## src/rtl/voice_allocator.sv

```systemverilog
// Polyphonic voice scheduler: routes note events to a bank of note players,
// picking the lowest free voice or stealing the least-recently-loaded one.

module voice_slot #(
  parameter int AW  = 2,
  parameter int IDX = 0
) (
  input  logic          clk,
  input  logic          reset,
  input  logic          load,
  input  logic          load_any,
  input  logic          done,
  input  logic [AW-1:0] tgt_age,
  output logic          busy,
  output logic          busy_next,
  output logic [AW-1:0] age
);
  // A reload on the same cycle as the old note's done keeps the voice busy.
  assign busy_next = load | (busy & ~done);

  always_ff @(posedge clk) begin
    if (reset) begin
      busy <= 1'b0;
      age  <= AW'(IDX);
    end else begin
      busy <= busy_next;
      if (load_any) begin
        if (load)                age <= '0;
        else if (age < tgt_age)  age <= age + AW'(1);
      end
    end
  end
endmodule

module voice_allocator #(
  parameter int NUM_VOICES = 3
) (
  input  logic                  clk,
  input  logic                  reset,
  input  logic                  play_enable,
  input  logic [5:0]            note_in,
  input  logic [5:0]            duration_in,
  input  logic                  note_valid,
  output logic                  note_ready,
  input  logic [NUM_VOICES-1:0] voice_done,
  output logic [NUM_VOICES-1:0] voice_load,
  output logic [5:0]            voice_note,
  output logic [5:0]            voice_duration,
  output logic [NUM_VOICES-1:0] voice_busy,
  output logic                  steal,
  output logic [3:0]            active_count
);
  localparam int AW = $clog2(NUM_VOICES);

  typedef enum logic {IDLE, LOAD} state_t;

  state_t                         state;
  logic [AW-1:0]                  tgt, sel;
  logic                           sel_found;
  logic                           accept;
  logic [NUM_VOICES-1:0][AW-1:0]  age;
  logic [NUM_VOICES-1:0]          busy_next;

  assign note_ready = (state == IDLE) & play_enable & ~reset;
  assign accept     = note_valid & note_ready;

  function automatic logic [3:0] popcount(input logic [NUM_VOICES-1:0] v);
    logic [3:0] c;
    c = '0;
    for (int i = 0; i < NUM_VOICES; i++) c = c + 4'(v[i]);
    return c;
  endfunction

  // Lowest free voice wins; with none free, the oldest rank is stolen.
  always_comb begin
    sel       = '0;
    sel_found = 1'b0;
    for (int i = NUM_VOICES - 1; i >= 0; i--) begin
      if (!voice_busy[i]) begin
        sel       = AW'(i);
        sel_found = 1'b1;
      end
    end
    if (!sel_found) begin
      for (int i = 0; i < NUM_VOICES; i++)
        if (age[i] == AW'(NUM_VOICES - 1)) sel = AW'(i);
    end
  end

  genvar g;
  generate
    for (g = 0; g < NUM_VOICES; g++) begin : g_slot
      voice_slot #(.AW(AW), .IDX(g)) u_slot (
        .clk       (clk),
        .reset     (reset),
        .load      (voice_load[g]),
        .load_any  (state == LOAD),
        .done      (voice_done[g]),
        .tgt_age   (age[tgt]),
        .busy      (voice_busy[g]),
        .busy_next (busy_next[g]),
        .age       (age[g])
      );
    end
  endgenerate

  always_ff @(posedge clk) begin
    if (reset) begin
      state          <= IDLE;
      tgt            <= '0;
      voice_load     <= '0;
      voice_note     <= '0;
      voice_duration <= '0;
      steal          <= 1'b0;
      active_count   <= '0;
    end else begin
      active_count <= popcount(busy_next);
      case (state)
        IDLE: begin
          // Rests are consumed without touching any voice.
          if (accept && note_in != 6'd0) begin
            tgt            <= sel;
            voice_load     <= NUM_VOICES'(1) << sel;
            steal          <= voice_busy[sel];
            voice_note     <= note_in;
            voice_duration <= duration_in;
            state          <= LOAD;
          end
        end
        LOAD: begin
          voice_load <= '0;
          steal      <= 1'b0;
          state      <= IDLE;
        end
        default: state <= IDLE;
      endcase
    end
  end
endmodule

```

## config.mk

```make
export PLATFORM = sky130hd
export DESIGN_NAME = voice_allocator
export DESIGN_NICKNAME = d
export VERILOG_FILES = /design/src/rtl/voice_allocator.sv
export SDC_FILE = /design/constraint.sdc
export NUM_CORES = 1
export LEC_CHECK = 0
export BUFFER_PORTS_ARGS = -buffer_cell sky130_fd_sc_hd__buf_4
export CORE_MARGIN = 2
export CORE_UTILIZATION = 50
export DETAILED_ROUTE_END_ITERATION = 8
export GPL_ROUTABILITY_DRIVEN = 0
export PLACE_DENSITY_LB_ADDON = 0.05
export SLEW_MARGIN = 20
export SYNTH_ARGS = -nofsm -noshare
export SYNTH_HDL_FRONTEND = slang
export SYNTH_HIERARCHICAL = 1
export SYNTH_SLANG_ARGS = --single-unit
```

## constraint.sdc

```tcl
create_clock -name clk -period 2.06 [get_ports clk]
set_input_delay 0.412 -clock clk [delete_from_list [all_inputs] [get_ports clk]]
set_output_delay 0.412 -clock clk [all_outputs]
set_load 0.01 [all_outputs]
```

# Word level (Yosys, flattened, before mapping)
# Index checks and enable logic that the tools add are counted.
totals:
  register_bits: 32
  input_bits: 19
  output_inout_bits: 24
op_classes:
  addsub: 5
  magnitude_cmp: 5
  n_eq_ne: 4
  shifts: 1
  n_mux: 26
  n_bitwise: 14
  reduce_logical: 9
ops:
  columns: ["cell", "n"]
  rows:
  - ["two-way mux 2 bit", 14]
  - ["AND reduction 2 bit", 4]
  - ["adder 2 x 1 -> 2 bit, second input constant", 3]
  - ["bitwise AND 1 bit", 6]
  - ["equality test 2 bit, second input constant", 3]
  - ["< comparator 2 bit", 3]
  - ["< comparator 2 x 3 -> 1 bit, second input constant", 2]
  - ["two-way mux 1 bit", 6]
  - ["one-hot mux 3 bit (2 select lines)", 1]
  - ["nonzero test 2 bit", 3]
  - ["nonzero test 6 bit", 1]
  - ["NOT 1 bit", 5]
  - ["binary-select mux 2 bit (select 2 bit)", 1]
  - ["one-hot mux 1 bit (2 select lines)", 2]
  - ["adder 2 x 1 -> 3 bit", 1]
  - ["two-way mux 3 bit", 1]
  - ["bitwise OR 1 bit", 3]
  - ["left shift 1 x 2 -> 3 bit, first input constant", 1]
  - ["adder 1 x 1 -> 2 bit", 1]
  - ["binary-select mux 1 bit (select 2 bit)", 1]
  - ["inequality test 2 x 1 -> 1 bit, second input constant", 1]
  - ["logical AND 1 bit", 1]

# Longest topological paths before layout
# Gate-level depths: netlist of run 1.
depth:
  word_depth: 11
  ltp_mapped: 8
  ltp_nobuf: 8

# Cells and area by module
# The synthesis of run 1 kept the hierarchy.
modules_own_cells:
  columns: ["module", "n_inst", "cells_each", "area_each_um2", "seq_area_each_um2"]
  rows:
  - ["voice_allocator", 1, 98, 879.6, 420.4]
  - ["voice_slot (g_slot[0].u_slot)", 1, 18, 183.9, 60.1]
  - ["voice_slot (g_slot[1].u_slot)", 1, 19, 161.4, 60.1]
  - ["voice_slot (g_slot[2].u_slot)", 1, 16, 156.4, 60.1]

# Worst setup path before layout of run 1
# Ideal clock, no wire load.
synth_timing:
  path_type: "in2reg"
  startpoint: "input note_in[5]"
  endpoint: "register voice_load[1]"
  setup_ns: 0.114
  arrival_time_ns: 1.620
  setup_slack_ns: 0.326
  path_stages: 4
  cell_sequence: "or4_4 > o31ai_4 > a2111oi_0 > a21o_1"
synth_via:
  elab_chain_cells: 3
synth_rtl:
  columns: ["item", "line", "rtl"]
  rows:
  - ["start: declaration", "41", "input logic [5:0] note_in,"]
  - ["nonzero test 6 bit", "121", "if (accept && note_in != 6'd0) begin"]
  - ["logical AND 1 bit", "121", null]
  - ["inequality test 2 x 1 -> 1 bit (no source line)", null, null]
  - ["end signal: assignment", "123", "voice_load <= NUM_VOICES'(1) << sel;"]
  - ["end: declaration", "46", "output logic [NUM_VOICES-1:0] voice_load,"]
# Every way passes these cells.
# A chain may end at the register's enable or synchronous reset.

# Worst setup path in the final report of run 1
layout_timing:
  startpoint: "register g_slot[2].u_slot.age[1]"
  endpoint: "register g_slot[1].u_slot.age[0]"
layout_via:
  elab_chain_cells: 5
layout_rtl:
  columns: ["item", "line", "rtl"]
  rows:
  - ["start: declaration", "16", "output logic [AW-1:0] age"]
  - ["start signal: assignment", "24", "age <= AW'(IDX);"]
  - ["start signal: assignment", "29", "else if (age < tgt_age) age <= age + AW'(1);"]
  - ["binary-select mux 2 bit (select 2 bit)", "99", ".tgt_age (age[tgt]),"]
  - ["two-way mux 2 bit (not written as such)", "99", null]
  - ["< comparator 2 bit", "29", null]
  - ["nonzero test 2 bit (no source line)", null, null]
  - ["AND reduction 2 bit (no source line)", null, null]
  - ["end signal: assignment", "24", null]
  - ["end signal: assignment", "29", null]
  - ["end: declaration", "16", null]
# Every way passes these cells. The select of a mux whose other input is x is not followed.

==> run metrics, run 1 <==
fin crit share 89.0%; Placeable Area 2690 µm²; NetSw 253 µW; Routed wire per std cell 12.6 µm; Hold Crit Start duration_in[1]; Critical Path AT 2.04 ns; die height 56.6 µm; register area share after synthesis 43.5%; die footprint 3200 µm²; routed via count 1217; Synth Register Bits 30; largest net degree at the start of global routing 33; hpwl dp 2.18 mm; # rows 19; CTS Sinks 30; Post-CTS Hold Fix Bufs 0; DRT Wirelength 2.90 mm; most common cell in the netlist dfxtp_1; Worst Path Required 2.27 ns; Hold Path Class primary input to flip-flop; Max transition margin 56.0%; global-route wire length before repair 4.86 mm; Final ANT Viol Nets 0; Area growth syn-to-layout 28.9%; Crit Path Max Fanout 5; Num CTS Buffers 5; postcts setup bufs 0; internal power 819 µW; # diodes 0; worst reg2reg startpoint g_slot[2].u_slot/age[1]$_SDFFE_PP1P_; Synth area leaders dfxtp_1 (43%), nand2_1 (7.1%), a21oi_1 (4.0%); I/O pin total 43; Leak 0.000818 µW; Critical Path Source Type flip-flop; Hold Violations, Final 0; fmax 0.545 GHz; Commonest cells post-synth dfxtp_1 (30), nand2_1 (26), a21oi_1 (11); Vias/cell 5.29; setup TNS 0 ns; fin crit period 1.83 ns; Layout Skew 0.0102 ns; CP Class flip-flop to flip-flop; worst vdd ir 0.499 mV; Iter 0 DRT Violations 37; RR Endpoint g_slot[1].u_slot/age[0]$_SDFFE_PP1P_; worst-margin pin slew 0.643 ns; number of port buffers 40; initial antenna violation count 0; Worst R2R Path Depth 7; Starting Density 51.4%; syn avg cell area 9.15 µm²; htree depth 2; cell count after synthesis 151; CTS tree built; filler cell count 244; Post-CTS Resized 0; Warnings, synthesis 6; Async S/R FF share, synth 0%; Yosys cell types 40; vias in the first global route 1151; layout cells sized above 1 29.6%; largest area contributor in the netlist dfxtp_1; CTS Root Cell clkbuf_4; Clock power frac 32.9%; Net Sw Frac 23.6%; Setup crit end kind flip-flop; combinational share of power 10.9%; final core utilization 66.3%; Hold Path Depth 3; final setup violating endpoints 0; Worst-Skew Late Latency 0.33 ns; CTS Buffer Depth 2; flop-to-flop setup slack 0.23 ns; Top FF cell, synth dfxtp_1; Cell Area, Synth 1380 µm²; CP Launch Point g_slot[2].u_slot/age[1]$_SDFFE_PP1P_; Die Width 56.6 µm; sequential power share 56.2%; Total Routing Usage GR 19.7%; Post-synth EDFFs 0; status finished clean; DRC Markers 0; clock slew at reported path FFs 0.09 ns; Congestion Overflow GR 0; worst hold endpoint voice_duration[1]$_SDFFE_PP0P_; RSZ-0062 raised after global routing false; fin. max-slew vios 0; Synth top area share 43.5%; cell area power density 602 nW/µm²; final net count 221; maxcap violations 0; drt pass-1 iters 4
## worst max path at each step
stage,to,slack [ns],cells past startpoint
after floorplan,voice_load[1]$_SDFFE_PP0P_,0.33,4
after global placement,voice_load[2]$_SDFFE_PP0P_,0.13,7
after detailed placement,voice_load[2]$_SDFFE_PP0P_,0.11,7
after CTS,g_slot[2].u_slot/age[1]$_SDFFE_PP1P_,0.23,7
after global routing,g_slot[2].u_slot/age[1]$_SDFFE_PP1P_,0.07,7
final,g_slot[1].u_slot/age[0]$_SDFFE_PP1P_,0.23,7
## routing by layer
metal | up-vias | global-route usage, % | wire length, µm
li1 | 619 | - | -
met1 | 561 | 21.7 | 1230
met2 | 29 | 34.6 | 1440
met3 | 8 | 5.07 | 175
met4 | 0 | 10.2 | 66
met5 | - | 0 | 0
## registers in the layout, indices dropped and copies added, names as in the netlist
name and count:
active_count 2, g_slot.u_slot/age 6, g_slot.u_slot/busy 3, state 1, steal 1, tgt 2
voice_duration 6, voice_load 3, voice_note 6
## cell usage in the layout (no fill, tap or decap), types with 2 or more instances in the layout
cell and instances:
a2111oi_0 2, a21o_1 7, a21oi_1 11, a221o_1 2, a22oi_1 2, buf_4 45
clkbuf_4 5, conb_1 2, dfxtp_1 30, ha_1 3, inv_1 9, mux2i_1 2
nand2_1 26, nand2b_1 4, nand3_1 3, nor2_1 6, nor2b_1 6, nor3b_1 5
nor3b_2 2, nor4b_1 3, o21ai_0 3
## critical path: stages (launching register included)
cell,delay [ns]
dfxtp_1,0.41
mux2i_1,0.09
o21ai_0,0.26
inv_1,0.10
ha_1,0.32
nor2_1,0.13
o21ai_0,0.10
a221o_1,0.31
## stage by stage
step	worst slack (ns)	total power (µW)	hold WS (ns)	instances	cell area [µm²]
2_1_floorplan	0.326	671	0.453	152	1390
3_3_place_gp	0.134	732	0.442	222	1720
3_5_place_dp	0.113	734	0.449	222	1720
4_1_cts	0.228	1090	0.317	230	1780
5_1_grt	0.0670	1120	0.321	230	1780
6_report	0.227	1070	0.324	230	1780
## cell families (layout without fill, tap and decap cells)
logic type | after synthesis | count (layout) | synth area share, %
simple gates | 62 | 62 | 25.5
compound gates | 36 | 36 | 19.2
mux | 2 | 2 | 1.45
flops | 30 | 30 | 43.5
fa+ha+maj | 4 | 4 | 4.17
other cells | 1 | 2 | 0.271
buf+inv | 16 | 63 | 5.89
## final cells by class
cell class / count / area [µm²] / area share, %
multi-input combinational: 106 / 703 / 39.5
sequential: 30 / 601 / 33.7
timing repair buffer: 45 / 338 / 19.0
clock buffer: 7 / 55.1 / 3.09
inverter: 10 / 40.0 / 2.25
tap: 31 / 38.8 / 2.18
clock inverter: 1 / 5.00 / 0.281
## power groups by stage
stage | Sequential [µW] | Clock (µW) | Combinational (µW)
final | 603 | 353 | 117
after floorplan | 623 | 0 | 48.3
after detailed placement | 617 | 0 | 118
after global routing | 605 | 383 | 128
after global placement | 616 | 0 | 116
after CTS | 603 | 364 | 118
No activity file was read; power rests on OpenSTA's default activity.
==> run 2: changes to the inputs <==
==> constraint.sdc (replaced) <==
create_clock -name clk -period 2.06 [get_ports clk]
set_input_delay 0.103 -clock clk [delete_from_list [all_inputs] [get_ports clk]]
set_output_delay 0.103 -clock clk [all_outputs]
set_load 0.01 [all_outputs]
==> run 2 against run 1 <==
Critical path depth increased by 1. Via count increased by 1.9%. Largest cell class unchanged. Die area unchanged. Register-to-register slack got worse by 0.02 ns. Clock power decreased by 4%. Worst setup slack got worse by 0.022 ns.
==> run metrics, run 2 (synthesized netlist as in run 1, its figures left out) <==
worst-margin pin slew 0.629 ns (-0.0141 ns); worst hold endpoint voice_duration[3]$_SDFFE_PP0P_; sequential cell area 601 µm² (unchanged); final setup violating endpoints 0 (unchanged); maxcap violations 0 (unchanged); Area growth syn-to-layout 28.3%; Crit Path Max Fanout 4 (-1); Max transition margin 57.0% (+0.96 points); die footprint 3200 µm² (unchanged); initial antenna violation count 0 (unchanged); CP Class flip-flop to flip-flop; worst reg2reg startpoint tgt[0]$_SDFFE_PP0P_; Hold Path Class primary input to flip-flop; Congestion Overflow GR 0 (unchanged); cell area power density 597 nW/µm² (-0.85%); Hold Path Depth 3 (unchanged); I/O pin total 43 (unchanged); Die Width 56.6 µm (unchanged); hpwl dp 2.20 mm (+1.0%); DRC Markers 0 (unchanged); htree depth 2 (unchanged); Routed wire per std cell 13.0 µm (+2.8%); hold slack final 0.0238 ns (-0.300 ns); setup TNS 0 ns (unchanged); Num CTS Buffers 5 (unchanged); worst vdd ir 0.537 mV (+7.6%); Final ANT Viol Nets 0 (unchanged); routed via count 1240 (+1.9%); commonest non-fill, non-tap cells in the layout buf_4 (45), dfxtp_1 (30), nand2_1 (26); Hold Crit Start duration_in[3]; Vias/cell 5.44 (+2.8%); RSZ-0062 raised after global routing false; postcts setup bufs 0 (unchanged); Critical Path AT 2.07 ns (+0.03 ns); cell mode on critical path o21ai_1; filler cell count 229 (-6.1%); status finished clean; top flop regs g_slot.u_slot/age (6), voice_duration (6), voice_note (6); vias in the first global route 1099 (-4.5%); fin. max-slew vios 0 (unchanged); multi-input logic area 703 µm² (unchanged); Worst Path Required 2.27 ns (about the same); Layout Skew 0.00399 ns (-0.00622 ns); Setup crit end kind flip-flop; # diodes 0 (unchanged); CTS tree built; commonest non-fill, non-tap cell in the layout buf_4; CTS Buffer Depth 2 (unchanged); Slowest Stage Delay on Critical Path 0.38 ns (-0.03 ns); fin crit period 1.86 ns (+0.0220 ns); final net count 221 (unchanged); Total Routing Usage GR 19.5% (-0.24 points); Iter 0 DRT Violations 54 (+46%); global-route wire length before repair 4.75 mm (-2.3%); Hold Violations, Final 0 (unchanged); Critical Path Source Type flip-flop; flop-to-flop setup slack 0.20 ns (-0.02 ns); CTS Root Cell clkbuf_4; number of port buffers 40 (unchanged); CTS Sinks 30 (unchanged); Starting Density 51.4% (unchanged); # rows 19 (unchanged); drt pass-1 iters 4 (unchanged); largest net degree at the start of global routing 33 (unchanged); layout cells sized above 1 29.4% (-0.21 points); fmax 0.539 GHz (-1.2%); cells along the critical path nor2b_1, nand2_1, o21ai_1, inv_1, ha_1, nor3b_2, o21ai_1, a221o_1; Placeable Area 2690 µm² (unchanged); clock slew at reported path FFs 0.08 ns (about the same); DRT Wirelength 2.96 mm (+1.9%); Worst-Skew Late Latency 0.32 ns (about the same); die height 56.6 µm (unchanged); CP max stage cell dfxtp_1; fin crit share 90.1% (+1.1 points); Leak 0.000813 µW (-0.57%); Worst R2R Path Depth 8 (+1); RR Endpoint g_slot[2].u_slot/age[1]$_SDFFE_PP1P_
-- run 2: changes by cell type in the layout (fill, tap and decap cells not counted) --
cell	before	now
clkinv_2	1	0
o21ai_0	3	2
clkbuf_1	1	0
o21ai_1	1	2
-- run 2: critical path: cells and delay by family, from the launching register on --
kind | cells | cell delay [ns]
compound gates | 3 | 0.54
fa+ha+maj | 1 | 0.30
buf+inv | 1 | 0.07
flops | 1 | 0.38
simple gates | 3 | 0.45
-- run 2: timing repair --
item | CTS | global route
hold buffers | 0 | 0
gates resized for setup | 0 | 1
setup endpoints to repair | 0 | 1
-- run 2: metal layers --
metal | wire (µm) | global-route usage, %
met5 | 0 | 0
met1 | 1210 | 22.9
met3 | 187 | 6.45
met2 | 1510 | 32.1
met4 | 53 | 8.84
-- run 2: worst max path at each step --
stage                                           endpoint  cells past startpoint                                  from
finish              g_slot[2].u_slot/age[1]$_SDFFE_PP1P_                      8                   tgt[0]$_SDFFE_PP0P_
global route        g_slot[2].u_slot/age[1]$_SDFFE_PP1P_                      8                   tgt[0]$_SDFFE_PP0P_
CTS                 g_slot[2].u_slot/age[1]$_SDFFE_PP1P_                      7  g_slot[2].u_slot/age[1]$_SDFFE_PP1P_
detailed placement  g_slot[2].u_slot/age[1]$_SDFFE_PP1P_                      7  g_slot[2].u_slot/age[1]$_SDFFE_PP1P_
global placement    g_slot[2].u_slot/age[1]$_SDFFE_PP1P_                      7  g_slot[2].u_slot/age[1]$_SDFFE_PP1P_
floorplan           g_slot[2].u_slot/age[1]$_SDFFE_PP1P_                      7                   tgt[1]$_SDFFE_PP0P_
-- run 2: where the power goes --
part / total (µW) / leakage [µW] / internal [µW] / switching [µW]
logic: 117 / 0.000540 / 61.1 / 56.2
clock network: 338 / 0.0000302 / 153 / 185
registers: 602 / 0.000243 / 593 / 9.70
-- run 2: cell type report --
cell class	instances	share of cell area, %
Tap cell	31	2.19
Multi-Input combinational cell	106	39.7
Inverter	10	2.26
Sequential cell	30	33.9
Clock buffer	6	2.90
Timing Repair Buffer	45	19.1
-- run 2: per-stage QoR --
stage / worst slack [ns] / utilization (%) / power (µW) / std cells / area (µm²)
final: 0.205 / 66.0 / 1060 / 228 / 1770
after global routing: 0.0648 / 66.0 / 1110 / 228 / 1770
after CTS: 0.151 / 66.0 / 1080 / 228 / 1770
after detailed placement: 0.160 / 64.0 / 735 / 222 / 1720
after global placement: 0.311 / 64.0 / 732 / 222 / 1720
after floorplan: 0.347 / - / 671 / 152 / 1390
